==> config.mk <==
export PLATFORM = sky130hd
export DESIGN_NAME = sal_dram_cmd_scheduler
export DESIGN_NICKNAME = d
export VERILOG_FILES = /design/src/rtl/sal_sched_pkg.sv /design/src/rtl/sal_rr_arbiter.sv /design/src/rtl/sal_dram_cmd_scheduler.sv
export SDC_FILE = /design/constraint.sdc
export NUM_CORES = 1
export LEC_CHECK = 0
export CAP_MARGIN = 10
export CORE_ASPECT_RATIO = 0.7
export CORE_MARGIN = 3
export CORE_UTILIZATION = 45
export CTS_CLUSTER_DIAMETER = 60
export CTS_CLUSTER_SIZE = 14
export DETAILED_ROUTE_END_ITERATION = 8
export GPL_TIMING_DRIVEN = 0
export PLACE_DENSITY = 0.95
export SLEW_MARGIN = 40
export SYNTH_ARGS = -nofsm -noshare
export SYNTH_HDL_FRONTEND = slang
export SYNTH_SLANG_ARGS = --single-unit
==> constraint.sdc <==
create_clock -name clk -period 8.85 [get_ports clk]
set_input_delay 1.77 -clock clk [delete_from_list [all_inputs] [get_ports clk]]
set_output_delay 1.77 -clock clk [all_outputs]
set_load 0.02 [all_outputs]
==> src/rtl/sal_sched_pkg.sv <==
// Shared types and helpers for the DRAM command scheduler.
package sal_sched_pkg;

  typedef enum logic [2:0] {
    NOP = 3'd0,
    ACT = 3'd1,
    RD  = 3'd2,
    WR  = 3'd3,
    PRE = 3'd4
  } cmd_t;

  function automatic int max2(input int a, input int b);
    return (a > b) ? a : b;
  endfunction

  // Width of a down-counter that must hold t_max-1 without overflow.
  function automatic int timer_w(input int t_max);
    return (t_max < 2) ? 1 : $clog2(t_max + 1);
  endfunction

endpackage

==> src/rtl/sal_rr_arbiter.sv <==
// Round-robin picker: first set request at or after ptr, wrapping to 0.
module sal_rr_arbiter #(
  parameter int N = 4
) (
  input  logic [N-1:0]         req,
  input  logic [$clog2(N)-1:0] ptr,
  output logic [N-1:0]         gnt,
  output logic [$clog2(N)-1:0] gnt_idx,
  output logic                 any
);

  localparam int IW = $clog2(N);

  logic [IW-1:0] idx;

  // Scan from the farthest offset down so the nearest requester wins last.
  always_comb begin
    gnt     = '0;
    gnt_idx = '0;
    any     = 1'b0;
    idx     = '0;
    for (int k = N - 1; k >= 0; k--) begin
      idx = ptr + IW'(k);
      if (req[idx]) begin
        gnt_idx = idx;
        any     = 1'b1;
      end
    end
    if (any) gnt[gnt_idx] = 1'b1;
  end

endmodule

==> src/rtl/sal_dram_cmd_scheduler.sv <==
// Arbitrates per-bank DRAM commands onto one command bus with inter-bank timing.
module sal_dram_cmd_scheduler
  import sal_sched_pkg::*;
#(
  parameter int BK_CNT = 4,
  parameter int RA_W   = 14,
  parameter int CA_W   = 10,
  parameter int T_RRD  = 2,
  parameter int T_CCD  = 2,
  parameter int T_WTR  = 4,
  parameter int T_RTW  = 4,
  localparam int BA_W  = $clog2(BK_CNT),
  localparam int AW    = max2(RA_W, CA_W)
) (
  input  logic                           clk,
  input  logic                           rst_n,
  input  logic [BK_CNT-1:0]              req_valid,
  input  logic [BK_CNT-1:0][2:0]         req_cmd,
  input  logic [BK_CNT-1:0][RA_W-1:0]    req_ra,
  input  logic [BK_CNT-1:0][CA_W-1:0]    req_ca,
  output logic [BK_CNT-1:0]              req_ready,
  output cmd_t                           cmd_o,
  output logic [BA_W-1:0]                ba_o,
  output logic [AW-1:0]                  addr_o
);

  localparam int TW = timer_w(max2(max2(T_RRD, T_CCD), max2(T_WTR, T_RTW)));

  logic [TW-1:0]     rrd_cnt, ccd_cnt, wtr_cnt, rtw_cnt;
  logic [BA_W-1:0]   rr_ptr;
  logic [BK_CNT-1:0] col_elig, row_elig, col_gnt, row_gnt, gnt;
  logic [BA_W-1:0]   col_idx, row_idx, gnt_idx;
  logic              col_any, row_any, gnt_any;
  logic [2:0]        gnt_cmd;

  for (genvar gi = 0; gi < BK_CNT; gi++) begin : g_bank
    assign col_elig[gi] = req_valid[gi] && (ccd_cnt == '0) &&
                          (((req_cmd[gi] == RD) && (wtr_cnt == '0)) ||
                           ((req_cmd[gi] == WR) && (rtw_cnt == '0)));
    assign row_elig[gi] = req_valid[gi] &&
                          (((req_cmd[gi] == ACT) && (rrd_cnt == '0)) ||
                           (req_cmd[gi] == PRE));

    a_hold_valid : assert property (@(posedge clk) disable iff (!rst_n)
      (req_valid[gi] && !req_ready[gi]) |=> req_valid[gi])
      else $error("bank %0d dropped req_valid before being granted", gi);
  end

  sal_rr_arbiter #(.N(BK_CNT)) u_col_arb (
    .req     (col_elig),
    .ptr     (rr_ptr),
    .gnt     (col_gnt),
    .gnt_idx (col_idx),
    .any     (col_any)
  );

  sal_rr_arbiter #(.N(BK_CNT)) u_row_arb (
    .req     (row_elig),
    .ptr     (rr_ptr),
    .gnt     (row_gnt),
    .gnt_idx (row_idx),
    .any     (row_any)
  );

  // Any eligible column command pre-empts the row level entirely.
  assign gnt       = col_any ? col_gnt : row_gnt;
  assign gnt_idx   = col_any ? col_idx : row_idx;
  assign gnt_any   = col_any | row_any;
  assign gnt_cmd   = req_cmd[gnt_idx];
  assign req_ready = rst_n ? gnt : '0;

  always_ff @(posedge clk or negedge rst_n) begin
    if (!rst_n) begin
      rrd_cnt <= '0;
      ccd_cnt <= '0;
      wtr_cnt <= '0;
      rtw_cnt <= '0;
      rr_ptr  <= '0;
      cmd_o   <= NOP;
      ba_o    <= '0;
      addr_o  <= '0;
    end else begin
      rrd_cnt <= (gnt_any && gnt_cmd == ACT) ? TW'(T_RRD - 1)
               : (rrd_cnt != '0) ? rrd_cnt - TW'(1) : rrd_cnt;
      ccd_cnt <= (gnt_any && (gnt_cmd == RD || gnt_cmd == WR)) ? TW'(T_CCD - 1)
               : (ccd_cnt != '0) ? ccd_cnt - TW'(1) : ccd_cnt;
      wtr_cnt <= (gnt_any && gnt_cmd == WR) ? TW'(T_WTR - 1)
               : (wtr_cnt != '0) ? wtr_cnt - TW'(1) : wtr_cnt;
      rtw_cnt <= (gnt_any && gnt_cmd == RD) ? TW'(T_RTW - 1)
               : (rtw_cnt != '0) ? rtw_cnt - TW'(1) : rtw_cnt;
      if (gnt_any) begin
        rr_ptr <= gnt_idx + BA_W'(1);
        cmd_o  <= cmd_t'(gnt_cmd);
        ba_o   <= gnt_idx;
        if (gnt_cmd == ACT)
          addr_o <= AW'(req_ra[gnt_idx]);
        else if (gnt_cmd == RD || gnt_cmd == WR)
          addr_o <= AW'(req_ca[gnt_idx]);
        else
          addr_o <= '0;
      end else begin
        cmd_o  <= NOP;
        ba_o   <= '0;
        addr_o <= '0;
      end
    end
  end

endmodule

## Word-level counts from Yosys, hierarchy flattened

Cells that the tools add are included.
Widths: inputs -> output; s select.

- Register bits: 33
- Bits of input ports: 114
- Word-level logic and storage cells: 155
- Output and inout port bits: 23

- Add/subtract/negate cells: 8
- Eq/ne operators: 19
- Muxes and demuxes: 59
- Reduce and logical (&&, ||, !) cells: 51
- Bitwise operators: 1
- $lt $le $gt $ge: 9

Operator list:

| cell | count |
|---|---|
| $mux 14 | 3 |
| $eq 3x2->1 const B | 10 |
| $logic_and 1x1->1 | 30 |
| $mux 3 | 10 |
| $bmux 14 s2 | 1 |
| $lt 2x3->1 const B | 7 |
| $bmux 10 s2 | 1 |
| $mux 10 | 2 |
| $mux 2 | 10 |
| $mux 1 | 18 |
| $bmux 1 s2 | 8 |
| $eq 3x1->1 const B | 5 |
| $eq 3x3->1 const B | 4 |
| $logic_not 3->1 | 4 |
| $mux 4 | 3 |
| $reduce_bool 3->1 | 4 |
| $sub 3x1->3 const B | 4 |
| $logic_or 1x1->1 | 9 |
| $reduce_bool 2->1 | 4 |
| $bmux 3 s2 | 1 |
| $add 2x1->2 const B | 2 |
| $add 2x2->2 const B | 2 |
| $demux 1 s2 | 2 |
| $ge 2x1->1 const B | 2 |
| $or 1x1->1 | 1 |

## Longest topological paths before layout

- Word-level depth: 18
- Mapped depth: 14
- Depth with buffers taken out: 12

## By module

Synthesis repeated with hierarchy kept, for this count alone.

- Cell total of the unflattened synthesis: 272
- Area, all modules: 2780.2 sq um

By module, submodules not included:

| module | area an instance (sq um) | times used | cells each | sequential area each (sq um) |
|---|---|---|---|---|
| sal_dram_cmd_scheduler | 2428.6 | 1 | 214 | 825.8 |
| sal_rr_arbiter at u_row_arb | 176.4 | 1 | 28 | 0.0 |
| sal_rr_arbiter at u_col_arb | 175.2 | 1 | 30 | 0.0 |

## Worst setup path after synthesis

No wires, ideal clock.

- Kind: in2out
- Start: input port req_cmd[5] (netlist name)
- End: output port req_ready[0]
- Data arrival time: 3806 ps
- Cell stages on the path: 9
- Required time: 7080 ps
- Slack: 3274 ps
- Path buffers: 1
- Path through: nand3b_1 -> a21oi_2 -> a21boi_1 -> o211ai_2 -> nand2_2 -> buf_6 -> mux2i_1 -> o211ai_1 -> a21boi_0

- Longest elaborated chain between the ends: 17
- Elaborated cells on any way between the ends: 56
- Classes of those cells: 4 x order compare; 4 x eq/ne; 39 x mux; 9 x reduce/logical

RTL lines:

| what | RTL line | text |
|---|---|---|
| start: declaration | sal_dram_cmd_scheduler.sv:18 | `input logic [BK_CNT-1:0][2:0] req_cmd,` |
| $eq 3x1->1 | sal_dram_cmd_scheduler.sv:41 | `(((req_cmd[gi] == ACT) && (rrd_cnt == '0)) \|\|` |
| $logic_and 1x1->1 | sal_dram_cmd_scheduler.sv:41 |  |
| $logic_or 1x1->1 | sal_dram_cmd_scheduler.sv:41 |  |
| $logic_and 1x1->1 | sal_dram_cmd_scheduler.sv:40 | `assign row_elig[gi] = req_valid[gi] &&` |
| $bmux 1 s2 | sal_rr_arbiter.sv:24 | `if (req[idx]) begin` |
| $mux 1 (not written as such) | sal_rr_arbiter.sv:24 |  |
| $mux 2 (4 in a row) | sal_rr_arbiter.sv:24 |  |
| $lt 2x3->1 (not written as such) / $ge 2x1->1 (equally long branches) | sal_rr_arbiter.sv:29 | `if (any) gnt[gnt_idx] = 1'b1;` |
| $logic_and 1x1->1 (not written as such) | sal_rr_arbiter.sv:29 |  |
| $mux 1 (not written as such) | sal_rr_arbiter.sv:29 |  |
| $demux 1 s2 | n/a |  |
| $mux 4 | sal_rr_arbiter.sv:29 |  |
| $mux 4 (*) | sal_dram_cmd_scheduler.sv:66 | `assign gnt = col_any ? col_gnt : row_gnt;` |
| $mux 4 (*) | sal_dram_cmd_scheduler.sv:70 | `assign req_ready = rst_n ? gnt : '0;` |
| end: declaration | sal_dram_cmd_scheduler.sv:21 | `output logic [BK_CNT-1:0] req_ready,` |

Mark *: on every way between the ends. The rest lies on a longest branch, timed or not. The select of a mux whose other input is x is not followed.

## Worst setup path in the final report

- Start: input port req_cmd[0] (netlist name)
- End: output port req_ready[0]

The elaborated chain is that of the path after synthesis.

==> results.md <==
- EDFF count, synth: 0
- Post-CTS Setup Repair Bufs: 0
- IO buf count: 136
- Crit path kind: input pin to primary output
- Routed vias/inst: 5.894
- Top Layer Used: met4
- Post-DRT Antenna Nets: 0
- Max Fclk: 146.3 MHz
- Fraction of registers with async set/reset: 100.0%
- CP Buf/Inv Count: 3
- Setup_tns: 0 ns
- Root Buffer: clkbuf_8
- Critical path's most frequent cell: clkdlybuf4s50_1
- Largest area contributor in the netlist: dfrtp_1
- Chip Height: 72.78 um
- Hpwl dp: 7978 um
- Synth top area cells: dfrtp_1 29%, mux2i_1 9.8%, mux2_2 6.3%
- Final Setup Violations: 0
- CTS resizes: 0
- Hold depth: 2
- Routed vias: 2947
- CP max stage delay: 0.66 ns
- CP max stage cell: clkdlybuf4s50_1
- WL met1: 3952 um
- DRC Markers: 0
- Fin crit share: slightly below 80%
- Max_slew headroom: approximately half
- Yosys cell types: 57
- Design area: 4459 um2
- Commonest cells in the netlist: 33 x dfrtp_1, 28 x mux2i_1, 21 x nor2_1
- Drt first pass iters: 5
- Core Area: 5928 um2
- Largest net degree at the start of global routing: 24
- Grt ovf: 0
- #FFs+latches synth: 33
- Crit end category: primary output
- Final Skew: 0.008788 ns
- Nets@finish: about 550
- Synthesized netlist cell count: 280
- Die width: between 100 and 150 um
- Post-DR wirelength/cell: 20.23 um
- Overall die area: 7379 um2
- Most common cell in the netlist: dfrtp_1
- Gate power share: around 54%
- CTS tree: built
- Htree depth: 2
- Global-route wire length before repair: 15120 um
- Psw: 320.0 uW
- Reg power frac: roughly 28%
- Maxcap violations: 0
- WP data required: 7.08 ns
- Top delay family on crit path: buffers and inverters
- Max-slew violations: 0
- Met3 wire length: 844 um
- R2R depth: 12
- Unrepaired setup endpoints after global routing: no
- Clock Sinks: 33
- End-of-flow core utilization: approximately three quarters
- Synthesized area: 2866 um2
- Min-delay worst type: flop to flop
- Share of cells above drive strength 1: between 10% and 20%
- CP cell instances: clkdlybuf4s50_1, nand2b_2, a2111oi_2, nor2_1, o311ai_2, nand2_2, buf_6, mux2i_1, o211ai_1, a21boi_0, clkdlybuf4s50_1
- Clk_lat worst skew: 0.30 ns
- Total Power: just over 800 uW
- Largest fanout on the critical path: 10
- Synth warn: 0
- Row cnt: 23
- Lkg Pwr: between 1.5 and 2 nW
- N_diodes: 0
- Post-synth top area share: ~29%
- Met2 routed WL: 5073 um
- Clock share of power: 18.3%
- Worst VDD drop: 0.00009702 V
- Worst-Margin Slew: 0.7418 ns
- Syn nets: 402
- Clk slew on worst S/H paths: roughly 0.08 ns
- Switching Fraction: 39.60%
- Io pins: between 100 and 150
- Ys flop type: dfrtp_1
- Outcome: complete, no violations
- Clock tree buffer depth: 2
- Initial antenna violation count: 0
- Vias in the first global route: approximately 3000
- CTS Hold Bufs: 0
- Area Overhead vs Synth: 55.57%
- Final WL: 10110 um
- Placement Cell Area: 4344 um2
- Final hold vios: 0
- Arrival @ worst endpoint: 5.07 ns
- Worst path depth: 11
- Num CTS Buffers: 5
- Startpoint Class: input pin
- Final min period: 6.838 ns
- Average cell area after synthesis: between 10 and 15 um2
- Sequential fraction of the synthesis area: between 20 and 30%
- Internal Power: 488.1 uW
- PD cells: between 150 and 200 nW/um2
- Initial core utilization: 48.35%
- Global-route usage over all layers: 26.83%
- Initial DRC count: 167
- GPL Wtd Cong: between 0.9 and 1
[metal layers]
| layer | up-vias | track usage (%) |
|---|---|---|
| met4 | 0 | 8.997 |
| met1 | 1426 | 32.90 |
| met5 | - | 0 |
| met3 | 26 | 6.304 |
| li1 | 1347 | - |
| met2 | 148 | 46.59 |
[final cells by class]
class                           instances  area [um2]
Sequential cell                        33       825.8
Inverter                               15       56.30
Timing Repair Buffer                  137        1384
Clock buffer                            5       68.82
Tap cell                               75       93.84
Multi-Input combinational cell        217        1871
Fill cell                             391        1469
Clock inverter                          3       46.29
Buffer                                 15       113.9
[flip-flops by register name, summed over array words and instances (netlist names)]
signal   cells
ba_o         2
rtw_cnt      3
ccd_cnt      3
addr_o      14
cmd_o        3
rrd_cnt      3
wtr_cnt      3
rr_ptr       2
[placed cells by master (no fill, tap or decap), types with 7 or more instances in the layout]
cell,count
a211oi_1,9
nor2_1,21
mux2i_1,28
nand2_1,12
clkdlybuf4s50_1,135
inv_1,13
mux2_2,16
o22ai_2,9
dfrtp_1,33
ha_1,8
a222oi_1,10
o21ai_0,7
nand3b_1,7
a21oi_1,13
nand2b_1,12
mux2_4,7
[worst reg2reg max path, delay by kind of cell (launching register included)]
kind | cells | cell delay, ns
AO/OA/AOI/OAI | 3 | 0.73
AND/OR/NAND/NOR | 4 | 1.21
flip-flops | 1 | 0.37
adder cells (fa/ha/maj) | 2 | 0.38
buffers and inverters | 3 | 0.52
[power groups by stage]
stage / clock [mW] / combinational (mW) / sequential [mW]
5_1_grt: 0.154 / 0.477 / 0.230
4_1_cts: 0.150 / 0.435 / 0.224
3_5_place_dp: 0 / 0.426 / 0.226
2_1_floorplan: 0 / 0.268 / 0.231
3_3_place_gp: 0 / 0.402 / 0.223
6_report: 0.148 / 0.435 / 0.225
[through the flow]
step                hold WS (ns)  instances  worst slack, ns
finish                    0.5226        500            2.012
global route              0.5420        500            1.866
CTS                       0.5260        500            2.066
detailed placement        0.5071        492            2.091
global placement          0.4813        491            2.131
floorplan                 0.4667        280            3.274
[path summary, 6_finish.rpt]
| check | to | slack (ns) | startpoint |
|---|---|---|---|
| setup / recovery | req_ready[0] | 2.01 | req_cmd[0] |
| hold / removal | wtr_cnt[1] | 0.52 | wtr_cnt[1] |
| setup reg to reg | addr_o[1] | 5.50 | ccd_cnt[0] |
| hold reg to reg | wtr_cnt[1] | 0.52 | wtr_cnt[1] |
| max in group asynchronous | addr_o[2] | 7.05 | rst_n |
| min in group asynchronous | ba_o[0] | 1.37 | rst_n |
[cell families (layout without fill, tap and decap cells)]
family,Yosys count,after routing,share of synthesized area [%]
multiplexers,53,53,20.51
adder cells (fa/ha/maj),8,8,3.492
buffers and inverters,30,175,5.937
XOR/XNOR,4,4,1.222
AND/OR/NAND/NOR,73,73,15.19
flip-flops,33,33,28.81
AO/OA/AOI/OAI,79,79,24.84
Power figures use the tool's default switching activity.
